File: src/rtl/chrisruk_digit_queue_if.sv
// ---------------------------------------------------------------------------
// chrisruk_digit_queue_if
//   Bundles the serial input pins and the scroller-facing digit/status signals
//   of chrisruk_digit_queue.
//   master : drives the serial pins and next_req (feeder / testbench side)
//   slave  : the digit queue itself
// Signals:
//   ser_clk, ser_data, ser_frame  3-wire serial input (asynchronous, slow)
//   next_req                      single-cycle advance request from scroller
//   digit, digit_valid            current digit and "loaded at least once"
//   count, full, empty            FIFO occupancy and registered flags
//   overflow                      sticky: a serial word was dropped
//   underrun                      one-cycle pulse: next_req while empty
// ---------------------------------------------------------------------------
interface chrisruk_digit_queue_if #(
  parameter int DIGIT_W = 1,
  parameter int DEPTH   = 4
);
  logic                     ser_clk;
  logic                     ser_data;
  logic                     ser_frame;
  logic                     next_req;
  logic [DIGIT_W-1:0]       digit;
  logic                     digit_valid;
  logic [$clog2(DEPTH):0]   count;
  logic                     full;
  logic                     empty;
  logic                     overflow;
  logic                     underrun;

  modport master (
    output ser_clk, ser_data, ser_frame, next_req,
    input  digit, digit_valid, count, full, empty, overflow, underrun
  );

  modport slave (
    input  ser_clk, ser_data, ser_frame, next_req,
    output digit, digit_valid, count, full, empty, overflow, underrun
  );
endinterface

File: src/rtl/chrisruk_digit_queue.sv
// ---------------------------------------------------------------------------
// chrisruk_digit_queue
//   Upstream feeder for the LED matrix scroller. Deserialises digit codes from
//   a slow 3-wire serial input, buffers them in a DEPTH-entry FIFO and presents
//   the next digit on each next_req. With LOOP=1 every popped digit is written
//   back to the tail so a short message recirculates forever.
// Ports:
//   clk    system clock
//   reset  synchronous, active-high
//   bus    chrisruk_digit_queue_if.slave (serial pins, next_req, digit/status)
// ---------------------------------------------------------------------------
module chrisruk_digit_queue #(
  parameter int                 DIGIT_W = 1,
  parameter int                 DEPTH   = 4,
  parameter int                 LOOP    = 0,
  parameter logic [DIGIT_W-1:0] BLANK   = '0
) (
  input  logic                    clk,
  input  logic                    reset,
  chrisruk_digit_queue_if.slave   bus
);
  localparam int PW  = $clog2(DEPTH);
  localparam int CW  = PW + 1;
  localparam int BCW = (DIGIT_W > 1) ? $clog2(DIGIT_W) : 1;

  // Synchronisers: bit [1] is the synchronised value.
  logic [1:0]         sclk_q, sdata_q, sframe_q;
  logic               sclk_prev_q;
  logic               rise;

  // Deserialiser
  logic [DIGIT_W-1:0] shreg_q;
  logic [BCW-1:0]     bitcnt_q;
  logic               word_rdy_q;
  logic [DIGIT_W-1:0] shift_w;

  // FIFO state
  logic [DIGIT_W-1:0] mem_q [DEPTH];
  logic [PW-1:0]      rd_ptr_q, wr_ptr_q;
  logic [CW-1:0]      count_q, count_d;
  logic               full_q, empty_q;
  logic               pend_vld_q, pend_vld_d;
  logic [DIGIT_W-1:0] pend_q, pend_d;
  logic               overflow_q, underrun_q;
  logic [DIGIT_W-1:0] digit_q;
  logic               digit_valid_q;

  // Write arbitration
  logic               pop, loop_push, pend_drain, drop, accept, direct, wr_en;
  logic [DIGIT_W-1:0] wr_data;
  int                 occ;

  assign rise    = sclk_q[1] & ~sclk_prev_q;
  assign shift_w = DIGIT_W'({shreg_q, sdata_q[1]});

  // ---------------- synchronisers + deserialiser ----------------
  // NOTE: sequential state uses non-blocking (<=) so every register samples
  // the pre-edge values of the others, independent of statement order.
  always_ff @(posedge clk) begin
    if (reset) begin
      sclk_q      <= '0;
      sdata_q     <= '0;
      sframe_q    <= '0;
      sclk_prev_q <= 1'b0;
      shreg_q     <= '0;
      bitcnt_q    <= '0;
      word_rdy_q  <= 1'b0;
    end else begin
      sclk_q      <= {sclk_q[0],   bus.ser_clk};
      sdata_q     <= {sdata_q[0],  bus.ser_data};
      sframe_q    <= {sframe_q[0], bus.ser_frame};
      sclk_prev_q <= sclk_q[1];
      word_rdy_q  <= 1'b0;
      if (!sframe_q[1]) begin
        bitcnt_q <= '0;
      end else if (rise) begin
        shreg_q <= shift_w;
        if (bitcnt_q == BCW'(DIGIT_W - 1)) begin
          // shreg_q holds the complete word while word_rdy_q is high; the next
          // serial edge is many clk away, so no separate word register.
          bitcnt_q   <= '0;
          word_rdy_q <= 1'b1;
        end else begin
          bitcnt_q <= bitcnt_q + 1'b1;
        end
      end
    end
  end

  // ---------------- FIFO write arbitration ----------------
  // NOTE: every signal assigned here gets a value on every path, so no latch
  // can be inferred.
  always_comb begin
    pop        = bus.next_req && (count_q != '0);
    loop_push  = (LOOP != 0) && pop;
    pend_drain = pend_vld_q && !loop_push;
    // Occupancy including the pending reservation, minus a slot freed by a
    // non-loop pop in this same cycle.
    occ        = int'(count_q) + int'(pend_vld_q) - (((LOOP == 0) && pop) ? 1 : 0);
    // A second waiting word has nowhere to go if pending cannot drain.
    drop       = word_rdy_q && ((occ >= DEPTH) || (pend_vld_q && !pend_drain));
    accept     = word_rdy_q && !drop;
    direct     = accept && !loop_push && !pend_vld_q;
    wr_en      = loop_push || pend_drain || direct;
    if (loop_push)       wr_data = mem_q[rd_ptr_q];
    else if (pend_vld_q) wr_data = pend_q;
    else                 wr_data = shreg_q;
    pend_vld_d = (pend_vld_q && !pend_drain) || (accept && !direct);
    pend_d     = (accept && !direct) ? shreg_q : pend_q;
    count_d    = count_q + CW'(wr_en) - CW'(pop);
  end

  // NOTE: the storage array carries no reset; only pointers and count define
  // which entries are meaningful.
  always_ff @(posedge clk) begin
    if (wr_en) mem_q[wr_ptr_q] <= wr_data;
  end

  always_ff @(posedge clk) begin
    if (reset) begin
      rd_ptr_q      <= '0;
      wr_ptr_q      <= '0;
      count_q       <= '0;
      full_q        <= 1'b0;
      empty_q       <= 1'b1;
      pend_vld_q    <= 1'b0;
      pend_q        <= '0;
      overflow_q    <= 1'b0;
      underrun_q    <= 1'b0;
      digit_q       <= BLANK;
      digit_valid_q <= 1'b0;
    end else begin
      rd_ptr_q   <= rd_ptr_q + PW'(pop);
      wr_ptr_q   <= wr_ptr_q + PW'(wr_en);
      count_q    <= count_d;
      full_q     <= (count_d == CW'(DEPTH));
      empty_q    <= (count_d == '0);
      pend_vld_q <= pend_vld_d;
      pend_q     <= pend_d;
      overflow_q <= overflow_q | drop;
      underrun_q <= bus.next_req && (count_q == '0);
      if (pop) begin
        digit_q       <= mem_q[rd_ptr_q];
        digit_valid_q <= 1'b1;
      end
    end
  end

  assign bus.digit       = digit_q;
  assign bus.digit_valid = digit_valid_q;
  assign bus.count       = count_q;
  assign bus.full        = full_q;
  assign bus.empty       = empty_q;
  assign bus.overflow    = overflow_q;
  assign bus.underrun    = underrun_q;
endmodule

File: src/flat_wrapper.sv
// flat-port wrapper written by rule: the top's interface ports become plain ports
module chrisruk_digit_queue_flat 
#(
  parameter int                 DIGIT_W = 1,
  parameter int                 DEPTH   = 4,
  parameter int                 LOOP    = 0,
  parameter logic [DIGIT_W-1:0] BLANK   = '0
)
  (clk, reset, bus_ser_clk, bus_ser_data, bus_ser_frame, bus_next_req, bus_digit, bus_digit_valid, bus_count, bus_full, bus_empty, bus_overflow, bus_underrun);
  chrisruk_digit_queue_if #(.DIGIT_W(DIGIT_W), .DEPTH(DEPTH)) bus_i ();
  input  logic clk;
  input  logic reset;
  input wire logic [$bits(bus_i.ser_clk)-1:0] bus_ser_clk;
  input wire logic [$bits(bus_i.ser_data)-1:0] bus_ser_data;
  input wire logic [$bits(bus_i.ser_frame)-1:0] bus_ser_frame;
  input wire logic [$bits(bus_i.next_req)-1:0] bus_next_req;
  output wire logic [$bits(bus_i.digit)-1:0] bus_digit;
  output wire logic [$bits(bus_i.digit_valid)-1:0] bus_digit_valid;
  output wire logic [$bits(bus_i.count)-1:0] bus_count;
  output wire logic [$bits(bus_i.full)-1:0] bus_full;
  output wire logic [$bits(bus_i.empty)-1:0] bus_empty;
  output wire logic [$bits(bus_i.overflow)-1:0] bus_overflow;
  output wire logic [$bits(bus_i.underrun)-1:0] bus_underrun;
  assign bus_i.ser_clk = bus_ser_clk;
  assign bus_i.ser_data = bus_ser_data;
  assign bus_i.ser_frame = bus_ser_frame;
  assign bus_i.next_req = bus_next_req;
  assign bus_digit = bus_i.digit;
  assign bus_digit_valid = bus_i.digit_valid;
  assign bus_count = bus_i.count;
  assign bus_full = bus_i.full;
  assign bus_empty = bus_i.empty;
  assign bus_overflow = bus_i.overflow;
  assign bus_underrun = bus_i.underrun;
  chrisruk_digit_queue #(.DIGIT_W(DIGIT_W), .DEPTH(DEPTH), .LOOP(LOOP), .BLANK(BLANK)) u_core (.clk(clk), .reset(reset), .bus(bus_i));
endmodule
File: config.mk
export PLATFORM = sky130hd
export DESIGN_NAME = chrisruk_digit_queue_flat
export DESIGN_NICKNAME = d
export VERILOG_FILES = /design/src/rtl/chrisruk_digit_queue_if.sv /design/src/rtl/chrisruk_digit_queue.sv /design/src/flat_wrapper.sv
export SDC_FILE = /design/constraint.sdc
export NUM_CORES = 1
export LEC_CHECK = 0
export ABC_AREA = 1
export CORE_MARGIN = 5
export CORE_UTILIZATION = 53
export DETAILED_ROUTE_END_ITERATION = 10
export PLACE_DENSITY = 0.77
export SLEW_MARGIN = 20
export SYNTH_ARGS = -nofsm -noshare
export SYNTH_HDL_FRONTEND = slang
export SYNTH_SLANG_ARGS = --single-unit
File: constraint.sdc
create_clock -name clk -period 3.47 [get_ports clk]
set_input_delay 0.347 -clock clk [delete_from_list [all_inputs] [get_ports clk]]
set_output_delay 0.347 -clock clk [all_outputs]
set_load 0.05 [all_outputs]
==> impl_metrics.yaml <==
status:
  outcome: "completed"
clock_tree:
  cts_sinks: 28
  worst_skew_pair_latency_ns: 0.31
  cts_root_buf: "clkbuf_4"
  numCtsBuffers: 3
  clock_edge_transition_at_the_registers_on_the_reported_setup_and_hold_paths_ns: 0.14
  cts_hold_buffers: 0
  post_cts.resized_instances: 0
  ctsHtreeMaxLevel: 1
  tritoncts: "yes"
  number_of_buffers_on_the_longest_clock_path: 2
  cts.repair_timing.setup_buffer_count: 0
die:
  floorplan_die_height_um: 57.93
  die_width_um: 57.93
  io_pins: 15
  design.core.area_mm2: 0.002212
  placementRows: 17
  die_area_mm2: 0.003355
  initial_core_util_pct: 55.03
pwr:
  static-leakage-power_nw: 0.6234
  netSwitchingPower_w: 0.0003888
  worst_ir_drop_vdd_mv: 0.4254
  p_sw_share_pct: 40.04
  power.clock.fraction_pct: 15.7
  p_comb_share_pct: 43.4
  power_density_mw_per_mm2: 679.6
  pwr-share-seq_pct: 40.9
  cellInternalPower_w: 0.0005823
yosys:
  synth-seq-cells: 28
  mean_instance_size_in_the_synthesized_netlist_um2: 8.396
  yosys-top-cells-count: "inv_1 (29), nor2_1 (29), dfxtp_1 (24)"
  yosysTopAreaCell: "dfxtp_1"
  post_synth_instance_area_mm2: 0.001217
  synthArstFlopShare_pct: 0
  synth_cell_types: 22
  count_of_flip_flops_with_a_built_in_enable_after_synthesis: 4
  synth.top_cells.by_area: "dfxtp_1 (39%), edfxtp_1 (9.9%), inv_1 (8.9%), nor2_1 (8.9%), ha_1 (8.2%)"
  synth-main-ff-cell: "dfxtp_1"
  yosys.area.top_type_share_pct: 39.47
  seq_area_frac_synth_pct: 49.33
  synthesis.yosys.warnings: 0
  synthCells: 145
  mappedNetlistNets: 160
placement:
  gp_congestion: 0.7967
  post-dp-hpwl_um: 1406
  buffer_ports.inserted: 14
  placed_cells: 186
worst_setup_path:
  cp_data_arrival_time_ns: 3.17
  worst_ep_required_time_ns: 3.73
  cp_slowest_cell: "dfxtp_1"
  worstSetupPathDepth: 18
  timing.critical_path.cells: "ha_1, ha_1, inv_1, nand2_1, nand2_1, nor3_1, ha_1, nand2_1, nor2_2, nand2_2, nand2_2, nand2_2, nand2_4, ha_1, fa_1, xnor2_1, nand2_1, nor2_1"
  cp-startpoint: "u_core.pend_drain"
  crit-reg2reg-launch: "u_core.pend_drain"
  worst_path_dominant_cell_family: "adder cells"
  setup.worst_path.start_class: "flip-flop"
  delay_of_the_slowest_critical_path_stage_ns: 0.45
  cp.buffers_inverters: 1
  path_max_fanout: 6
  worstRegToRegCells: 18
  setup.worst_path.end: "u_core.bus.full"
  setup.worst_path.end_class: "flip-flop"
  setup_slack_of_the_worst_register_to_register_path_ns: 0.56
  rr_endpoint: "u_core.bus.full"
  criticalPathCategory: "flip-flop to flip-flop"
finish:
  area_growth_pct: 17.37
  finalNonFillerCells: 190
  number_of_inserted_diodes: 0
  nets: 178
  post_route_cells_drive_above_1_share_pct: 12.35
timing:
  rsz0062_at_grt: "no"
  achievable_frequency_mhz: 343.9
  fin_crit_ns: 2.908
  final-hold-violation-count: 0
  timing.final.crit_share_pct: 83.80
  max_slew_violation_count: 0
  fin_setup_tns_ns: 0
  finClkSkew_ns: 0.004287
  max_slew_margin_pct: 66.54
  finalSetupViolations: 0
  tightest_slew_ns: 0.5004
grt:
  grt-ovfl-total: 0
  grt_start_max_net_pins: 19
  grt_antenna_before_repair: 0
  global_route_wire_length_before_repair_um: 3477
  grt.total_usage_pct: 12.83
  grt_pass1_vias: 837
drt:
  firstDrtPassIters: 5
  total_number_of_vias: 890
  iteration_0_drc_markers: 19
  vias_per_cell: 4.684
  detail_route.drc_violations: 0
  ant_nets: 0
  final_routed_wirelength_um: 1769
  routedWlPerCell_um: 9.311
worst_hold_path:
  class_of_the_most_critical_hold_timing_path: "flip-flop to flip-flop"
  hold_start: "u_core.sframe_q[0]"
job:
  cap_violations: 0
[registers in the layout (all words and copies together) (netlist names)]
name	cells
u_core.sframe_q	2
u_core.bus.underrun	1
u_core.bus.full	1
u_core.word_rdy_q	1
u_core.bus.digit	1
u_core.bus.overflow	1
u_core.mem_q	4
u_core.pend_drain	1
u_core.bus.empty	1
u_core.bus.count	3
u_core.pend_q	1
u_core.sdata_q	2
u_core.rd_ptr_q	2
u_core.sclk_q	2
u_core.wr_ptr_q	2
u_core.shreg_q	1
u_core.bus.digit_valid	1
u_core.sclk_prev_q	1
[power by group through the flow]
stage	registers [W]	logic (W)	clock network, W
3_3_place_gp	0.000403	0.000417	0
6_report	0.000397	0.000422	0.000152
5_1_grt	0.000403	0.000471	0.000178
2_1_floorplan	0.000505	0.000217	0
3_5_place_dp	0.000404	0.000423	0
4_1_cts	0.000397	0.000425	0.000161
[cells by family (layout without fill, tap and decap cells)]
| group | count (synthesis) | count (layout) | share of synthesized area, % |
|---|---|---|---|
| and+or+nand+nor | 59 | 59 | 22.10 |
| adders and majority gates | 9 | 9 | 9.867 |
| AOI/OAI and AO/OA | 13 | 13 | 6.373 |
| xor gates and xnor gates | 3 | 3 | 2.159 |
| buffers and inverters | 33 | 50 | 10.17 |
| DFF | 28 | 28 | 49.33 |
[cell usage in the layout (no fill, tap or decap), drive strengths merged]
master,instances
a21oi,4
a31oi,1
buf,1
clkbuf,4
clkdlybuf4s50,14
dfxtp,24
edfxtp,4
fa,1
ha,8
inv,31
nand2,19
nand3,5
nand4,1
nor2,33
nor3,1
o21ai,8
xnor2,2
xor2,1
[layout make-up]
cell class | count | area (um^2)
multi-input combinational | 84 | 493.0
inverter | 31 | 116.4
fill | 209 | 783.3
clock buffer | 4 | 36.28
sequential | 28 | 600.6
timing repair buffer | 15 | 147.6
tap | 28 | 35.03
[worst min-delay path by stage]
stage,end,cells after the start
final,u_core.sframe_q[1],2
after global placement,u_core.sdata_q[1],2
after floorplan,u_core.sclk_q[1],2
after CTS,u_core.sdata_q[1],2
after detailed placement,u_core.sdata_q[1],2
after global routing,u_core.sdata_q[1],2
[worst reg2reg max path: stages, from the launching register on]
cell     delay, ns
dfxtp_1       0.45
ha_1          0.20
ha_1          0.18
inv_1         0.05
nand2_1       0.09
nand2_1       0.08
nor3_1        0.19
ha_1          0.26
nand2_1       0.08
nor2_2        0.04
nand2_2       0.07
nand2_2       0.07
nand2_2       0.08
nand2_4       0.07
ha_1          0.20
fa_1          0.38
xnor2_1       0.21
nand2_1       0.09
nor2_1        0.09
[metrics by stage]
stage	total power, W	utilization (%)	cell area [um^2]	setup slack, ns	hold WS (ns)
2_1_floorplan	0.0007220	-	1217	0.4553	0.3883
3_3_place_gp	0.0008196	62.95	1393	0.3854	0.3908
5_1_grt	0.001052	64.59	1429	0.2105	0.4420
4_1_cts	0.0009830	64.59	1429	0.5699	0.4144
3_5_place_dp	0.0008272	62.95	1393	0.3669	0.3947
6_report	0.0009711	64.59	1429	0.5623	0.4122
[layer usage]
layer	GRT usage [%]	wire length, um
met1	16.41	817
met4	0.9934	0
met5	0	0
met2	22.58	875
met3	3.341	75
Power figures use the tool's default switching activity.
